==> config.mk <==
export PLATFORM = sky130hd
export DESIGN_NAME = wb_select_stage
export DESIGN_NICKNAME = d
export VERILOG_FILES = /design/src/rtl/wb_select_stage.sv
export SDC_FILE = /design/constraint.sdc
export NUM_CORES = 1
export LEC_CHECK = 0
export CAP_MARGIN = 20
export CORE_UTILIZATION = 50
export CTS_BUF_LIST = sky130_fd_sc_hd__clkbuf_8
export DETAILED_ROUTE_END_ITERATION = 16
export PLACE_DENSITY_LB_ADDON = 0.2
export RECOVER_POWER = 50
export SYNTH_ARGS = -nofsm -noshare
export SYNTH_HDL_FRONTEND = slang
export SYNTH_SLANG_ARGS = --single-unit
==> constraint.sdc <==
create_clock -name clk -period 3.6 [get_ports clk]
set_input_delay 1.08 -clock clk [delete_from_list [all_inputs] [get_ports clk]]
set_output_delay 1.08 -clock clk [all_outputs]
set_load 0.02 [all_outputs]
==> src/rtl/wb_select_stage.sv <==
// Writeback-select stage: picks the rd write value by opcode, extracts and
// extends load data, suppresses x0 writes and flags misaligned loads. The
// result is captured into a 2-entry skid buffer so the register-file side
// can stall without losing results. Also counts retired register writes.
module wb_select_stage #(
  parameter int XLEN       = 32,
  parameter int AW         = 5,
  parameter int CNT_W      = 16,
  parameter int LOAD_ALIGN = 1
) (
  input  logic             clk,
  input  logic             rst,
  input  logic             in_valid,
  output logic             in_ready,
  input  logic [4:0]       opcode,
  input  logic [2:0]       funct3,
  input  logic [AW-1:0]    rd_addr,
  input  logic             reg_write,
  input  logic [XLEN-1:0]  alu_result,
  input  logic [XLEN-1:0]  pc_imm,
  input  logic [XLEN-1:0]  pc4,
  input  logic [XLEN-1:0]  immediate,
  input  logic [XLEN-1:0]  load_data,
  input  logic [1:0]       addr_lo,
  output logic             out_valid,
  input  logic             out_ready,
  output logic             out_we,
  output logic [AW-1:0]    out_rd_addr,
  output logic [XLEN-1:0]  out_data,
  output logic             out_misalign,
  output logic [CNT_W-1:0] retired_cnt
);

  localparam logic [4:0] OP_LUI   = 5'b01101;
  localparam logic [4:0] OP_AUIPC = 5'b00101;
  localparam logic [4:0] OP_JAL   = 5'b11011;
  localparam logic [4:0] OP_JALR  = 5'b11001;
  localparam logic [4:0] OP_LOAD  = 5'b00000;

  localparam logic [1:0] S_EMPTY = 2'd0;
  localparam logic [1:0] S_ONE   = 2'd1;
  localparam logic [1:0] S_FULL  = 2'd2;

  typedef struct packed {
    logic            we;
    logic [AW-1:0]   rd;
    logic [XLEN-1:0] data;
    logic            mis;
  } entry_t;

  logic [1:0]      state;
  entry_t          head, tail, nxt;
  logic [7:0]      ld_b;
  logic [15:0]     ld_h;
  logic [XLEN-1:0] ld_val;
  logic            ld_mis;
  logic            is_mis;
  logic            acc, pop;

  assign ld_b = load_data[{addr_lo, 3'b000} +: 8];
  assign ld_h = load_data[{addr_lo[1], 4'b0000} +: 16];

  // Load extract/extend and alignment check; without LOAD_ALIGN the word
  // passes through untouched and is never flagged.
  always_comb begin
    ld_val = load_data;
    ld_mis = 1'b0;
    if (LOAD_ALIGN != 0) begin
      case (funct3)
        3'b000: ld_val = {{(XLEN-8){ld_b[7]}}, ld_b};
        3'b001: begin
          ld_val = {{(XLEN-16){ld_h[15]}}, ld_h};
          ld_mis = addr_lo[0];
        end
        3'b010: ld_mis = (addr_lo != 2'b00);
        3'b100: ld_val = {{(XLEN-8){1'b0}}, ld_b};
        3'b101: begin
          ld_val = {{(XLEN-16){1'b0}}, ld_h};
          ld_mis = addr_lo[0];
        end
        default: ld_val = load_data;
      endcase
    end
  end

  // Source select and write-enable qualification for the incoming result.
  always_comb begin
    nxt    = '0;
    is_mis = 1'b0;
    case (opcode)
      OP_LUI:          nxt.data = immediate;
      OP_AUIPC:        nxt.data = pc_imm;
      OP_JAL, OP_JALR: nxt.data = pc4;
      OP_LOAD: begin
        is_mis   = ld_mis;
        nxt.data = ld_mis ? '0 : ld_val;
      end
      default:         nxt.data = alu_result;
    endcase
    nxt.mis = is_mis;
    nxt.rd  = rd_addr;
    nxt.we  = reg_write & (rd_addr != '0) & ~is_mis;
  end

  // Ready depends only on buffer occupancy (and reset), never on out_ready.
  assign in_ready     = rst & (state != S_FULL);
  assign out_valid    = (state != S_EMPTY);
  assign acc          = in_valid & in_ready;
  assign pop          = out_valid & out_ready;
  assign out_we       = head.we;
  assign out_rd_addr  = head.rd;
  assign out_data     = head.data;
  assign out_misalign = head.mis;

  // Skid buffer: head drives the outputs, tail holds the overflow entry.
  always_ff @(posedge clk) begin
    if (!rst) begin
      state <= S_EMPTY;
      head  <= '0;
      tail  <= '0;
    end else begin
      case (state)
        S_EMPTY: if (acc) begin
          head  <= nxt;
          state <= S_ONE;
        end
        S_ONE: begin
          if (acc && pop) begin
            head <= nxt;
          end else if (acc) begin
            tail  <= nxt;
            state <= S_FULL;
          end else if (pop) begin
            state <= S_EMPTY;
          end
        end
        S_FULL: if (pop) begin
          head  <= tail;
          state <= S_ONE;
        end
        default: state <= S_EMPTY;
      endcase
    end
  end

  // Saturating count of retired register writes.
  always_ff @(posedge clk) begin
    if (!rst) retired_cnt <= '0;
    else if (pop && head.we && (retired_cnt != '1)) retired_cnt <= retired_cnt + CNT_W'(1);
  end

endmodule

==> results of run 1 <==
==> worst max path at each step <==
stage / startpoint / end / slack [ns]
floorplan: addr_lo[1] / out_data[18] / 0.80
global placement: addr_lo[1] / out_data[27] / 0.15
detailed placement: addr_lo[1] / out_data[22] / 0.1
CTS: addr_lo[1] / out_data[22] / 0.51
global route: in_valid / tail[4] / 0.19
finish: in_valid / tail[15] / 0.38
==> per-layer routing <==
metal / routed length, um / GRT usage
met1: 8990 / 0.427
met2: 10500 / 0.548
met3: 1850 / 0.0654
met4: 753 / 0.135
met5: 0 / 0
==> synthesized netlist by cell type (18+ instances only) <==
| library cell | n | area share |
|---|---|---|
| a21boi_0 | 35 | 0.041 |
| a21oi_1 | 79 | 0.062 |
| a31oi_1 | 22 | 0.021 |
| clkbuf_1 | 46 | 0.027 |
| dfxtp_1 | 96 | 0.30 |
| mux2i_1 | 22 | 0.034 |
| nand2_1 | 71 | 0.042 |
| nand2b_1 | 26 | 0.025 |
| nand3_1 | 28 | 0.022 |
| nand3b_1 | 18 | 0.021 |
| nor2_1 | 59 | 0.035 |
| nor2b_1 | 26 | 0.025 |
| o211ai_1 | 30 | 0.035 |
| o21a_1 | 19 | 0.022 |
| o21ai_0 | 77 | 0.060 |
| o22ai_1 | 28 | 0.027 |
| o31ai_1 | 18 | 0.021 |
| or3_1 | 23 | 0.022 |
==> sequential cells by signal, indices dropped and copies added, names as in the netlist <==
name          flops
out_rd_addr       5
out_misalign      1
tail             39
retired_cnt      16
out_data         32
state             2
out_we            1
==> logic make-up after synthesis <==
kind of cell | after synthesis | share of synthesized area
fa+ha+maj | 1 | 0.00195
buf+inv | 83 | 0.0588
xor+xnor | 11 | 0.0150
mux | 24 | 0.0396
compound gates | 336 | 0.335
flops | 96 | 0.300
simple gates | 302 | 0.250
==> layout make-up <==
cell class | count | area (um^2) | share of cell area
multi-input cells | 674 | 4110 | 0.450
well taps | 168 | 210 | 0.0230
flip-flops and latches | 96 | 1920 | 0.210
clock buffers | 10 | 138 | 0.0151
inverters | 9 | 33.8 | 0.00370
clock inverters | 6 | 67.6 | 0.00740
repair buffers | 270 | 2650 | 0.290
==> placed cells by master, fill, tap and decap left out, types with 27 or more instances in the layout <==
cell type        Yosys  final
clkdlybuf4s50_1      0    178
dfxtp_1             96     96
a21oi_1             79     79
o21ai_0             77     77
nand2_1             71     71
nor2_1              59     59
dlygate4sd3_1        0     57
a21boi_0            35     35
o211ai_1            30     30
o22ai_1             28     28
nand3_1             28     28
buf_4                0     27
==> power groups by stage <==
stage / Sequential, uW / Combinational, uW / Clock, uW
final: 1150 / 772 / 734
after global routing: 1150 / 829 / 775
after CTS: 1150 / 782 / 737
after detailed placement: 1170 / 777 / 0
after global placement: 1170 / 773 / 0
after floorplan: 1220 / 324 / 0
==> worst max-delay path, cell delays in order <==
cell,delay [ns]
dlygate4sd3_1,0.63
nand3b_1,0.11
clkbuf_1,0.40
nor3b_1,0.31
clkbuf_1,0.62
o211ai_1,0.18
a21boi_0,0.20
==> stage by stage <==
stage,power [uW],hold WS [ns],utilization
global route,2760,0.485,0.745
global placement,1950,0.451,0.729
finish,2650,0.468,0.745
detailed placement,1950,0.458,0.729
floorplan,1540,0.444,-
CTS,2670,0.472,0.746
==> qor.yml, run 1 <==
status: "complete, no violations"
drtIter0Drc: 795
dp_cells: 1217
grt_pass1_wl_um: 34400
finalWorstSetupSlack_ns: 0.381
tritoncts: "built"
fillers: 990
final-hold-violation-count: 0
start_util: 0.523
drt-total-wl_um: 22000
hpwl_um: 16600
root_buffer: "clkbuf_8"
leakage_uw: 0.00352
seq_power_share: 0.432
clkTransAtPathRegs_ns: 0.10
grtUsageTotal: 0.333
worstMarginPinSlew_ns: 0.858
cap_violations: 0
die-height_um: 115
min_to: "tail[0]"
finalClockSkew_ns: 0.00982
finalCritPeriodShare: 0.894
place_ws_ns: 0.0976
p_int_uw: 1850
crit_type: "in2reg"
fin_area_um2: 9130
portBuffers: 236
tns_ns: 0
slew_violations: 0
avgSynthCellArea_um2: 7.51
timing.fmax_mhz: 311
hold_path_class: "reg2reg"
vias: 7393
cts_buffers: 9
holdBufCountCts: 0
placement.cell_area_um2: 8940
rsz0062_at_grt: "false"
antenna_found_initial: 0
drtAntennaViolNets: 0
slew_headroom: 0.428
routabilityCongestion: 1.03
syn_area_um2: 6410
synth_seq_cells: 96
timing.rr.start: "state[1]"
worstSetupStartpointType: "input pin"
syn_nets: 1034
die_area_um2: 13300
rr_worst_depth: 6
critPathArrivalTime_ns: 3.52
min_path_cells: 2
grt_max_degree: 62
pwr_density_cell_nw_per_um2: 291
clockPowerShare: 0.277
combPwrFrac: 0.291
viasPerCell: 6.00
rows: 40
seq_area_frac_synth: 0.300
synth-edff-count: 0
switching_share: 0.301
postCtsSetupBuffers: 0
switchingPower_uw: 799
area_delta_synth_final_pct: 42.5
drive_gt1_frac: 0.0582
finalSetupViolCount: 0
async_flop_share: 0
antenna_cells: 0
stdcell_count: 1233
crit_path_max_fanout: 18
ys.flop_type: "dfxtp_1"
crit_path_end_kind: "register"
clock-sinks: 96
hold_path.startpoint: "tail[0]"
drc_errors: 0
synth_cell_type_count: 60
grt_pass1_vias: 6793
clock_latency_ns: 0.37
syn_inst: 853
core_area_um2: 12300
die_x_um: 115
wl_per_cell_um: 17.9
reg2reg_slack_ns: 1.25
min_period_ns: 3.22
grt.overflow.total: 0
dr.pass1.iters: 6
cts_buffer_depth: 2
fin_nets: 1241
ctsHtreeMaxLevel: 3
cp.required_ns: 3.90
post_cts_resized: 0
rr_endpoint: "tail[15]"
ios: 237
peakVddDrop_mv: 0.168
yosys_warnings: 0
No activity file was read; power rests on OpenSTA's default activity.
==> run 2: changes to the inputs <==
Settings changed: CORE_UTILIZATION 50 to 45.
==> qor.yml, run 2 (same netlist as run 1, synthesis figures left out) <==
grt_pass1_vias: 6425  # -5.4%
holdBufCountCts: 0  # unchanged
tritoncts: "built"
vias: 7258  # -1.8%
status: "complete, no violations"
portBuffers: 236  # unchanged
grt_pass1_wl_um: 33600  # -2.2%
timing.rr.start: "state[1]"
final_common_cell: "clkdlybuf4s50_1"
rows: 43  # +7.5%
stdcell_count: 1242  # +0.73%
dp_cells: 1226  # +0.74%
rsz0062_at_grt: "false"
ctsHtreeMaxLevel: 3  # unchanged
viasPerCell: 5.84  # -2.5%
critPathArrivalTime_ns: 3.65  # +0.13 ns
min_to: "tail[35]"
worstMarginPinSlew_ns: 0.864  # +0.00519 ns
hold_path_class: "reg2reg"
postCtsSetupBuffers: 0  # unchanged
clock_latency_ns: 0.36  # about the same
start_util: 0.462  # -0.0610
drtAntennaViolNets: 0  # unchanged
fin_nets: 1238  # -0.24%
rr_worst_depth: 6  # unchanged
cap_violations: 0  # unchanged
finalClockSkew_ns: 0.0113  # +0.00151 ns
die_x_um: 121  # +5.3%
peakVddDrop_mv: 0.169  # +0.78%
drive_gt1_frac: 0.0556  # -0.00266
min_path_cells: 2  # unchanged
area_delta_synth_final_pct: 41.7
cts_buffer_depth: 2  # unchanged
fin_area_um2: 9080  # -0.51%
finalCritPeriodShare: 0.932  # +0.0372
placement.cell_area_um2: 8920  # -0.22%
worstSetupStartpointType: "input pin"
hpwl_um: 16500  # -0.68%
ios: 237  # unchanged
post_cts_resized: 0  # unchanged
routabilityCongestion: 0.980  # -4.7%
cp.required_ns: 3.89  # about the same
grt_max_degree: 99  # +60%
antenna_found_initial: 0  # unchanged
hold_path.startpoint: "tail[35]"
slew_violations: 0  # unchanged
cts_buffers: 9  # unchanged
clock-sinks: 96  # unchanged
drc_errors: 0  # unchanged
layout_common_cells: "clkdlybuf4s50_1 (178), dfxtp_1 (96), a21oi_1 (79), o21ai_0 (77), nand2_1 (71)"
finalWorstSetupSlack_ns: 0.247  # -0.134 ns
crit_type: "in2reg"
slew_headroom: 0.424  # -0.00346
fin_hold_ws_ns: 0.469  # +0.000645 ns
timing.fmax_mhz: 298  # -4.0%
crit_path_end_kind: "register"
leakage_uw: 0.00350  # -0.73%
total_power_uw: 2560  # -3.6%
drt-total-wl_um: 22000  # about the same
largest_reg_flops: 39  # unchanged
grt.overflow.total: 0  # unchanged
min_period_ns: 3.35  # +0.134 ns
final-hold-violation-count: 0  # unchanged
crit_path_max_fanout: 27  # +9
antenna_cells: 0  # unchanged
grtUsageTotal: 0.294  # -0.0385
root_buffer: "clkbuf_8"
drtIter0Drc: 592  # -26%
wl_per_cell_um: 17.7  # -0.75%
core_area_um2: 13900  # +13%
place_ws_ns: -0.0381  # -0.136 ns
pwr_density_cell_nw_per_um2: 282  # -3.1%
top_register: "tail"
dr.pass1.iters: 5  # -1
finalSetupViolCount: 0  # unchanged
die_area_um2: 14700  # +11%
clkTransAtPathRegs_ns: 0.09  # about the same
rr_endpoint: "tail[3]"
die-height_um: 121  # +5.3%
reg2reg_slack_ns: 1.33  # +0.08 ns
run 2: critical path: stages:
cell	delay, ns
clkdlybuf4s50_1	0.49
buf_12	0.20
or2_1	0.26
a31oi_4	0.27
nand2_4	0.13
o311ai_0	0.71
buf_4	0.23
o211ai_1	0.07
a21boi_0	0.19
run 2: area by class of cell:
type	count	area [um^2]
Fill cell	1272	4800
Clock buffer	10	138
Tap cell	180	225
Timing Repair Buffer	267	2620
Clock inverter	6	36.3
Inverter	9	33.8
Sequential cell	96	1920
Multi-Input combinational cell	674	4110
run 2: how the worst max path moves through the flow:
stage / from / to / slack, ns / depth (start not counted)
6_report: addr_lo[1] / tail[15] / 0.25 / 9
5_1_grt: addr_lo[1] / tail[15] / 0.26 / 9
4_1_cts: addr_lo[1] / tail[15] / 0.36 / 9
3_5_place_dp: addr_lo[1] / tail[15] / -0.04 / 9
3_3_place_gp: addr_lo[1] / tail[15] / 0.009 / 9
2_1_floorplan: addr_lo[1] / out_data[18] / 0.80 / 9
run 2: metrics by stage:
stage	utilization	TNS (ns)
6_report	0.654	0
3_5_place_dp	0.643	-0.0587
2_1_floorplan	-	0
4_1_cts	0.655	0
5_1_grt	0.654	0
3_3_place_gp	0.643	0
run 2: where the power goes:
group          switching, uW  total, uW  internal (uW)
combinational            373        767            393
sequential              30.1       1150           1120
clock                    378        645            267
total                    781       2560           1780
run 2: routing by layer:
layer  share of wire  up-vias  track usage
li1                -     3523            -
met1            0.43     3339        0.396
met2            0.46      353        0.463
met3           0.078       43       0.0564
met4           0.029        0        0.109
met5               0        -            0
